[config.mk]
export PLATFORM = sky130hd
export DESIGN_NAME = scr1_axi_rd_arb
export DESIGN_NICKNAME = d
export VERILOG_FILES = /design/src/rtl/scr1_axi_rd_arb.sv
export SDC_FILE = /design/constraint.sdc
export NUM_CORES = 1
export LEC_CHECK = 0
export BUFFER_PORTS_ARGS = -buffer_cell sky130_fd_sc_hd__buf_2
export CORE_AREA = 3 3 104 106
export DETAILED_ROUTE_END_ITERATION = 8
export DIE_AREA = 0 0 107 109
export GPL_TIMING_DRIVEN = 0
export PLACE_DENSITY = 0.69
export SKIP_CTS_REPAIR_TIMING = 1
export SLEW_MARGIN = 20
export SYNTH_ARGS = -nofsm -noshare
export SYNTH_HDL_FRONTEND = slang
export SYNTH_SLANG_ARGS = --single-unit
[constraint.sdc]
create_clock -name clk_riscv -period 1.8 [get_ports clk_riscv]
set_input_delay 0.27 -clock clk_riscv [delete_from_list [all_inputs] [get_ports clk_riscv]]
set_output_delay 0.27 -clock clk_riscv [all_outputs]
set_load 0.1 [all_outputs]
[src/rtl/scr1_axi_rd_arb.sv]
// Merges the SCR1 IMEM and DMEM AXI4 read channels into one read master with per-source outstanding limits.
// Define SCR1_AXI_ARB_DMEM_PRIO_EN for fixed DMEM priority; otherwise arbitration is round-robin.
module scr1_axi_rd_arb #(
    parameter int IMEM_ID_W = 3,
    parameter int DMEM_ID_W = 2,
    parameter int MAX_OUTST = 4,
    localparam int M_ID_W   = ((IMEM_ID_W > DMEM_ID_W) ? IMEM_ID_W : DMEM_ID_W) + 1
) (
    input  logic                 clk_riscv,
    input  logic                 reset,
    input  logic [IMEM_ID_W-1:0] imem_arid,
    input  logic [31:0]          imem_araddr,
    input  logic [7:0]           imem_arlen,
    input  logic [2:0]           imem_arsize,
    input  logic [1:0]           imem_arburst,
    input  logic                 imem_arvalid,
    output logic                 imem_arready,
    output logic [IMEM_ID_W-1:0] imem_rid,
    output logic [31:0]          imem_rdata,
    output logic [1:0]           imem_rresp,
    output logic                 imem_rlast,
    output logic                 imem_rvalid,
    input  logic                 imem_rready,
    input  logic [DMEM_ID_W-1:0] dmem_arid,
    input  logic [31:0]          dmem_araddr,
    input  logic [7:0]           dmem_arlen,
    input  logic [2:0]           dmem_arsize,
    input  logic [1:0]           dmem_arburst,
    input  logic                 dmem_arvalid,
    output logic                 dmem_arready,
    output logic [DMEM_ID_W-1:0] dmem_rid,
    output logic [31:0]          dmem_rdata,
    output logic [1:0]           dmem_rresp,
    output logic                 dmem_rlast,
    output logic                 dmem_rvalid,
    input  logic                 dmem_rready,
    output logic [M_ID_W-1:0]    m_arid,
    output logic [31:0]          m_araddr,
    output logic [7:0]           m_arlen,
    output logic [2:0]           m_arsize,
    output logic [1:0]           m_arburst,
    output logic                 m_arvalid,
    input  logic                 m_arready,
    input  logic [M_ID_W-1:0]    m_rid,
    input  logic [31:0]          m_rdata,
    input  logic [1:0]           m_rresp,
    input  logic                 m_rlast,
    input  logic                 m_rvalid,
    output logic                 m_rready
);

    localparam int CNT_W = $clog2(MAX_OUTST + 1);
    localparam logic [CNT_W-1:0] MAX_CNT = CNT_W'(MAX_OUTST);

    function automatic logic [CNT_W-1:0] cnt_next(input logic [CNT_W-1:0] cnt,
                                                   input logic inc, input logic dec);
        logic [CNT_W-1:0] v;
        v = cnt;
        if (inc) v = v + CNT_W'(1);
        // An rlast with nothing outstanding is a protocol error; hold at zero.
        if (dec && (cnt != '0)) v = v - CNT_W'(1);
        return v;
    endfunction

    logic                 r_arvalid;
    logic [M_ID_W-1:0]    r_arid;
    logic [31:0]          r_araddr;
    logic [7:0]           r_arlen;
    logic [2:0]           r_arsize;
    logic [1:0]           r_arburst;
    logic [CNT_W-1:0]     r_cnt_imem;
    logic [CNT_W-1:0]     r_cnt_dmem;

    logic                 w_free;
    logic                 w_elig_imem;
    logic                 w_elig_dmem;
    logic                 w_gnt_imem;
    logic                 w_gnt_dmem;
    logic                 w_src;
    logic                 w_dec_imem;
    logic                 w_dec_dmem;
    logic [M_ID_W-2:0]    w_imem_id_ext;
    logic [M_ID_W-2:0]    w_dmem_id_ext;

    assign w_free        = ~r_arvalid | m_arready;
    assign w_elig_imem   = imem_arvalid & (r_cnt_imem < MAX_CNT);
    assign w_elig_dmem   = dmem_arvalid & (r_cnt_dmem < MAX_CNT);
    assign w_imem_id_ext = (M_ID_W-1)'(imem_arid);
    assign w_dmem_id_ext = (M_ID_W-1)'(dmem_arid);

`ifndef SCR1_AXI_ARB_DMEM_PRIO_EN
    logic r_last_dmem;

    always_ff @(posedge clk_riscv) begin
        if (reset)           r_last_dmem <= 1'b1;
        else if (w_gnt_imem) r_last_dmem <= 1'b0;
        else if (w_gnt_dmem) r_last_dmem <= 1'b1;
    end
`endif

    always_comb begin
        w_gnt_imem = 1'b0;
        w_gnt_dmem = 1'b0;
        if (w_free) begin
`ifdef SCR1_AXI_ARB_DMEM_PRIO_EN
            w_gnt_dmem = w_elig_dmem;
            w_gnt_imem = w_elig_imem & ~w_elig_dmem;
`else
            if (w_elig_imem & w_elig_dmem) begin
                w_gnt_imem = r_last_dmem;
                w_gnt_dmem = ~r_last_dmem;
            end else begin
                w_gnt_imem = w_elig_imem;
                w_gnt_dmem = w_elig_dmem;
            end
`endif
        end
    end

    assign imem_arready = w_gnt_imem;
    assign dmem_arready = w_gnt_dmem;

    // AR slice: reloads only when empty or being drained, so fields stay stable under backpressure.
    always_ff @(posedge clk_riscv) begin
        if (reset) begin
            r_arvalid <= 1'b0;
            r_arid    <= '0;
            r_araddr  <= '0;
            r_arlen   <= '0;
            r_arsize  <= '0;
            r_arburst <= '0;
        end else if (w_free) begin
            r_arvalid <= w_gnt_imem | w_gnt_dmem;
            if (w_gnt_imem) begin
                r_arid    <= {1'b0, w_imem_id_ext};
                r_araddr  <= imem_araddr;
                r_arlen   <= imem_arlen;
                r_arsize  <= imem_arsize;
                r_arburst <= imem_arburst;
            end else if (w_gnt_dmem) begin
                r_arid    <= {1'b1, w_dmem_id_ext};
                r_araddr  <= dmem_araddr;
                r_arlen   <= dmem_arlen;
                r_arsize  <= dmem_arsize;
                r_arburst <= dmem_arburst;
            end
        end
    end

    assign m_arvalid = r_arvalid;
    assign m_arid    = r_arid;
    assign m_araddr  = r_araddr;
    assign m_arlen   = r_arlen;
    assign m_arsize  = r_arsize;
    assign m_arburst = r_arburst;

    // R routing is purely combinational on the source bit of the returned ID.
    assign w_src       = m_rid[M_ID_W-1];
    assign imem_rvalid = m_rvalid & ~w_src;
    assign dmem_rvalid = m_rvalid & w_src;
    assign imem_rid    = m_rid[IMEM_ID_W-1:0];
    assign dmem_rid    = m_rid[DMEM_ID_W-1:0];
    assign imem_rdata  = m_rdata;
    assign dmem_rdata  = m_rdata;
    assign imem_rresp  = m_rresp;
    assign dmem_rresp  = m_rresp;
    assign imem_rlast  = m_rlast;
    assign dmem_rlast  = m_rlast;
    assign m_rready    = w_src ? dmem_rready : imem_rready;

    assign w_dec_imem = imem_rvalid & imem_rready & m_rlast;
    assign w_dec_dmem = dmem_rvalid & dmem_rready & m_rlast;

    always_ff @(posedge clk_riscv) begin
        if (reset) begin
            r_cnt_imem <= '0;
            r_cnt_dmem <= '0;
        end else begin
            r_cnt_imem <= cnt_next(r_cnt_imem, w_gnt_imem, w_dec_imem);
            r_cnt_dmem <= cnt_next(r_cnt_dmem, w_gnt_dmem, w_dec_dmem);
        end
    end

`ifndef SYNTHESIS
    a_imem_underflow: assert property (@(posedge clk_riscv) disable iff (reset)
        !(w_dec_imem && (r_cnt_imem == '0)));
    a_dmem_underflow: assert property (@(posedge clk_riscv) disable iff (reset)
        !(w_dec_dmem && (r_cnt_dmem == '0)));
`endif

endmodule

==> run_results.csv, run 1 <==
group,metric,value,unit
run_status,status,"finished with violations",
run_status,failed_checks,"negative setup slack",
placed_design,place_area,4590,um2
sta,max_freq,554,MHz
hold_path,hold_path.class,"primary input to flip-flop",
setup_path,critPathTopFamily,"simple AND/OR/NAND/NOR gates",
route,vias,3650,
power_and_ir_drop,powerDensity,1080,nW/um2
setup_path,rrSetupSlack,0.05,ns
synth,post-synth-top-area-cell,"dfxtp_1",
setup_path,worstSetupPathType,"flip-flop to primary output",
setup_path,cp.depth,5,
clock_tree,cts.htree.levels,3,
grt,first_global_vias,3407,
sta,worst_slew_pin_slew,0.571,ns
sta,drv_slew,0,
power_and_ir_drop,finalPower,0.00535,W
final_layout,design_area,4950,um2
setup_path,crit_chain,"or3b_4, nand3_4, inv_8, buf_8, buf_12",
sta,slew_headroom,62.0,%
route,dr.first_iter.drc_count,181,
sta,layout_setup_ws,-0.00643,ns
final_layout,area_growth,53.5,%
clock_tree,clkLatencyLatePin,0.33,ns
placed_design,place_hpwl,8720,um
synth,yosys_warnings,0,
die,fp.dieH,109,um
die,start_util,32.7,%
setup_path,cp-endpoint,"imem_arready",
synth,ys.flop_type,"dfxtp_1",
route,wl_per_cell,13.9,um
synth,synth_nets,556,
power_and_ir_drop,p_leak,2.63,nW
setup_path,worstSetupStartpoint,"r_cnt_dmem[2]$_SDFF_PP0_",
clock_tree,cts_tree,"yes",
synth,netlist_area,3230,um2
sta,timing.final.crit_share,100,%
setup_path,crit_arrival,1.54,ns
setup_path,r2r-end,"m_arlen[0]$_SDFFE_PP0P_",
synth,synth_edf_count,0,
die,core,9860,um2
setup_path,r2r_cells,7,
route,drt_first_pass_iters,4,
clock_tree,cts_num_sinks,57,
final_layout,fin_nets,806,
setup_path,critPathBufInv,3,
setup_path,startpoint_type,"flip-flop",
clock_tree,clockRootBuffer,"clkbuf_8",
synth,synthTopCellsByCount,"95 x nand2_1, 77 x buf_4, 57 x dfxtp_1, 54 x nor2_1, 47 x a311oi_1",
final_layout,insertedDiodeCount,0,
final_layout,drive_gt1_share,55.9,%
die,die_area,11700,um2
job,max_cap_viol_count,0,
setup_path,crit_required,1.53,ns
sta,fin_worst_skew,0.00988,ns
synth,synth-async-reset-ratio,0,%
placed_design,port_buffers,234,
die,die_x,107,um
synth,ys_top_cells_by_area,"dfxtp_1 35%, buf_4 18%, a311oi_1 13%",
route,drtAntennaViolNets,0,
grt,grt_pass1_wl,16000,um
grt,grt_use_total,17.1,%
clock_tree,clock_path_buffers,2,
setup_path,crit_path_top_delay_cell,"or3b_4",
grt,antenna_found_initial,0,
setup_path,rr_startpoint,"r_cnt_dmem[2]$_SDFF_PP0_",
route,routed_wl,11000,um
placed_design,gp_congestion,0.780,
synth,synth-seq-area-share,35.4,%
grt,grt_overflow,0,
synth,synth_cell_types,31,
sta,rsz0062_at_grt,"true",
route,routed_via_density,4.59,
clock_tree,cts.clk_slew.worst_paths,0.07,ns
grt,grt_max_degree,11,
die,row_count,36,
setup_path,critPathMaxStageDelay,0.42,ns
power_and_ir_drop,peakVddDrop,458,uV
sta,setup_viol,1,
synth,synthDominantCellAreaShare,35.4,%
synth,synth_most_common_cell,"nand2_1",
setup_path,crit_fanout,5,
synth,syn_inst,408,
setup_path,end_kind,"primary output",
sta,period_minus_slack,1.81,ns
route,drc,0,
clock_tree,numCtsBuffers,9,
synth,syn_area_per_cell,7.91,um2
synth,ys_ff_latch,57,
sta,final-hold-violation-count,0,
die,ios,272,
[worst reg2reg max path, delay by kind of cell, from the launching register on]
| kind | cells | cell delay [ns] |
|---|---|---|
| AND/OR/NAND/NOR | 3 | 0.60 |
| flip-flops | 1 | 0.35 |
| AO/OA/AOI/OAI | 1 | 0.28 |
| buffers and inverters | 3 | 0.42 |
[metal layers]
| layer | global-route usage (%) | vias to the layer above | part of all wire, % |
|---|---|---|---|
| met3 | 4.44 | 5 | 7.8 |
| met4 | 4.66 | 0 | 0.49 |
| li1 | - | 1804 | - |
| met5 | 0 | - | 0 |
| met2 | 31.6 | 169 | 51 |
| met1 | 19.6 | 1672 | 40 |
[metrics by stage]
step	util, %	TNS (ns)	setup slack, ns	cells	hold WS [ns]
after CTS	48.5	-1.11	-0.442	790	0.180
after detailed placement	46.6	-1.86	-0.153	775	0.476
after floorplan	-	-0.0190	-0.0190	408	0.429
after global routing	50.2	-0.143	-0.0523	795	0.197
after global placement	46.6	-0.802	-0.147	775	0.463
final	50.2	-0.00643	-0.00643	795	0.197
[final cells by class]
class | instances | area [um2]
flip-flops and latches | 57 | 1150
multi-input cells | 242 | 1420
well taps | 133 | 166
fillers | 945 | 4910
repair buffers | 239 | 1230
clock inverters | 3 | 40.0
inverters | 6 | 30.0
plain buffers | 103 | 761
clock buffers | 12 | 155
[kinds of logic after synthesis]
group / Yosys count / share of synthesized area [%]
and+or+nand+nor: 167 / 21.2
buffers and inverters: 109 / 23.0
AOI/OAI and AO/OA: 60 / 15.4
DFF: 57 / 35.4
adders and majority gates: 6 / 2.33
muxes: 5 / 1.67
xor gates and xnor gates: 4 / 1.09
[flip-flops by register name, summed over array words and instances (netlist names)]
name	cells
r_cnt_imem	3
m_arvalid	1
m_araddr	32
r_cnt_dmem	3
r_last_dmem	1
m_arsize	3
m_arburst	2
m_arid	4
m_arlen	8
[worst min path at each step]
stage	startpoint	to	cells past startpoint	slack (ns)
after floorplan	imem_araddr[27]	m_araddr[27]$_SDFFE_PP0P_	2	0.43
after global placement	m_arid[3]$_SDFFE_PP0P_	m_arid[3]$_SDFFE_PP0P_	2	0.46
after detailed placement	m_arid[3]$_SDFFE_PP0P_	m_arid[3]$_SDFFE_PP0P_	2	0.48
after CTS	imem_araddr[2]	m_araddr[2]$_SDFFE_PP0P_	3	0.18
after global routing	imem_araddr[23]	m_araddr[23]$_SDFFE_PP0P_	3	0.20
final	imem_araddr[2]	m_araddr[2]$_SDFFE_PP0P_	3	0.20
[cells in the final DEF (no fill, tap or decap), drive strengths merged, types with 3 or more instances in the layout]
| master | instances |
|---|---|
| nor2b | 4 |
| a21oi | 5 |
| buf | 330 |
| nand3 | 3 |
| nand2 | 95 |
| and2 | 3 |
| inv | 6 |
| a311oi | 47 |
| clkbuf | 24 |
| dfxtp | 57 |
| nand2b | 3 |
| nor2 | 54 |
| mux2 | 3 |
| ha | 6 |
| xnor2 | 4 |
[report_power, final]
part / internal [W] / switching [W] / total (W)
registers: 0.00140 / 0.0000744 / 0.00147
logic: 0.000592 / 0.00208 / 0.00267
clock network: 0.000703 / 0.000500 / 0.00120
No activity file was read; power rests on OpenSTA's default activity.
==> run 2: changes to the inputs <==
Settings changed: CORE_AREA 3 3 104 106 to 3 3 103 105, DIE_AREA 0 0 107 109 to 0 0 106 108, PLACE_DENSITY 0.69 to 0.73.
Clock period 1.8 ns to 1.45 ns, I/O delays scaled along.
==> run_results.csv, run 2 (synthesis gave the netlist of run 1 again) <==
group,metric,value,unit
clock_tree,cts.htree.levels,3,
sta,setup_viol,55,
route,routed_via_density,4.66,
setup_path,crit_arrival,1.55,ns
setup_path,r2r_cells,7,
grt,antenna_found_initial,0,
sta,worst_slew_pin_slew,0.585,ns
sta,period_minus_slack,1.76,ns
job,max_cap_viol_count,0,
placed_design,port_buffers,234,
final_layout,largest_reg_flops,32,
run_status,status,"finished with violations",
run_status,failed_checks,"negative setup slack",
setup_path,rr_startpoint,"r_cnt_dmem[2]$_SDFF_PP0_",
final_layout,fin_nets,810,
grt,grt_pass1_wl,16600,um
placed_design,gp_congestion,0.752,
setup_path,worstSetupPathType,"flip-flop to primary output",
clock_tree,clkLatencyLatePin,0.34,ns
clock_tree,clockRootBuffer,"clkbuf_8",
hold_path,min_to,"m_arlen[3]$_SDFFE_PP0P_",
sta,final-hold-violation-count,0,
final_layout,design_area,5270,um2
clock_tree,cts_tree,"yes",
clock_tree,cts_num_sinks,57,
placed_design,place_area,4650,um2
die,core,9730,um2
sta,max_freq,567,MHz
sta,timing.final.crit_share,122,%
die,start_util,33.2,%
setup_path,rrSetupSlack,-0.28,ns
sta,rsz0062_at_grt,"true",
setup_path,startpoint_type,"flip-flop",
clock_tree,cts.clk_slew.worst_paths,0.07,ns
hold_path,hold_path.class,"primary input to flip-flop",
sta,layout_setup_ws,-0.314,ns
sta,fin_worst_skew,0.0100,ns
hold_path,hold_depth,3,
grt,grt_use_total,17.9,%
die,die_x,106,um
route,routed_wl,11400,um
sta,hold_ws,0.134,ns
clock_tree,clock_path_buffers,2,
die,row_count,36,
route,drtAntennaViolNets,0,
power_and_ir_drop,p_leak,2.73,nW
die,ios,272,
setup_path,end_kind,"primary output",
grt,first_global_vias,3619,
clock_tree,numCtsBuffers,9,
route,vias,3723,
route,drc,0,
grt,grt_max_degree,11,
placed_design,place_hpwl,8800,um
setup_path,crit_fanout,10,
sta,slew_headroom,61.0,%
route,drt_first_pass_iters,4,
final_layout,drive_gt1_share,59.5,%
setup_path,crit_required,1.23,ns
die,fp.dieH,108,um
power_and_ir_drop,powerDensity,1330,nW/um2
route,dr.first_iter.drc_count,138,
hold_path,hold_start,"dmem_arlen[3]",
final_layout,final_common_cell,"buf_2",
final_layout,most-common-layout-cells,"235 x buf_2, 95 x nand2_1, 86 x buf_4",
grt,grt_overflow,0,
route,wl_per_cell,14.3,um
final_layout,area_growth,63.4,%
setup_path,r2r-end,"r_cnt_imem[1]$_SDFF_PP0_",
final_layout,insertedDiodeCount,0,
power_and_ir_drop,peakVddDrop,565,uV
die,die_area,11400,um2
sta,drv_slew,0,
-- run 2: worst max path at each step --
stage | from | end | slack (ns) | cells after the start
3_5_place_dp | r_last_dmem$_SDFFE_PP1P_ | r_cnt_imem[1]$_SDFF_PP0_ | -0.35 | 7
6_report | r_cnt_dmem[2]$_SDFF_PP0_ | imem_arready | -0.31 | 5
5_1_grt | r_cnt_dmem[2]$_SDFF_PP0_ | imem_arready | -0.37 | 5
2_1_floorplan | m_arvalid$_SDFFE_PP0P_ | r_cnt_dmem[1]$_SDFF_PP0_ | -0.36 | 8
4_1_cts | r_cnt_imem[2]$_SDFF_PP0_ | imem_arready | -0.57 | 5
3_3_place_gp | r_last_dmem$_SDFFE_PP1P_ | r_cnt_imem[2]$_SDFF_PP0_ | -0.29 | 8
-- run 2: metrics by stage --
stage          setup WS [ns]  power, W  util (%)  setup TNS, ns  cells
2_1_floorplan         -0.360   0.00455         -          -2.07    408
3_3_place_gp          -0.290   0.00508      47.8          -7.37    775
3_5_place_dp          -0.345   0.00512      47.8          -9.21    775
4_1_cts               -0.571   0.00679      50.0         -10.45    790
5_1_grt               -0.369   0.00732      54.2         -14.43    799
6_report              -0.314   0.00703      54.2         -10.46    799
-- run 2: metal layers --
layer	vias up	GRT usage (%)	wire length, um
met2	186	33.0	6060
met4	0	6.20	161
li1	1813	-	-
met3	12	4.36	942
met1	1712	20.2	4260
met5	-	0	0
-- run 2: critical path, stage by stage, from the launching register on --
cell and delay (ns):
dfxtp_2 0.35, or3b_4 0.40, nand3_4 0.10, inv_8 0.06, buf_12 0.14, buf_12 0.16
-- run 2: layout make-up --
type,instances,area (um2)
inverter,6,30.0
fill,964,4460
clock buffer,10,138
timing repair buffer,243,1310
tap,133,166
multi-input combinational,242,1590
clock inverter,5,78.8
buffer,103,815
sequential,57,1150
-- run 2: where the power goes --
part | leakage (nW) | switching, W | internal (W)
logic | 2.15 | 0.00265 | 0.000875
clock network | 0.109 | 0.000664 | 0.00100
registers | 0.475 | 0.000104 | 0.00174
total | 2.73 | 0.00341 | 0.00361
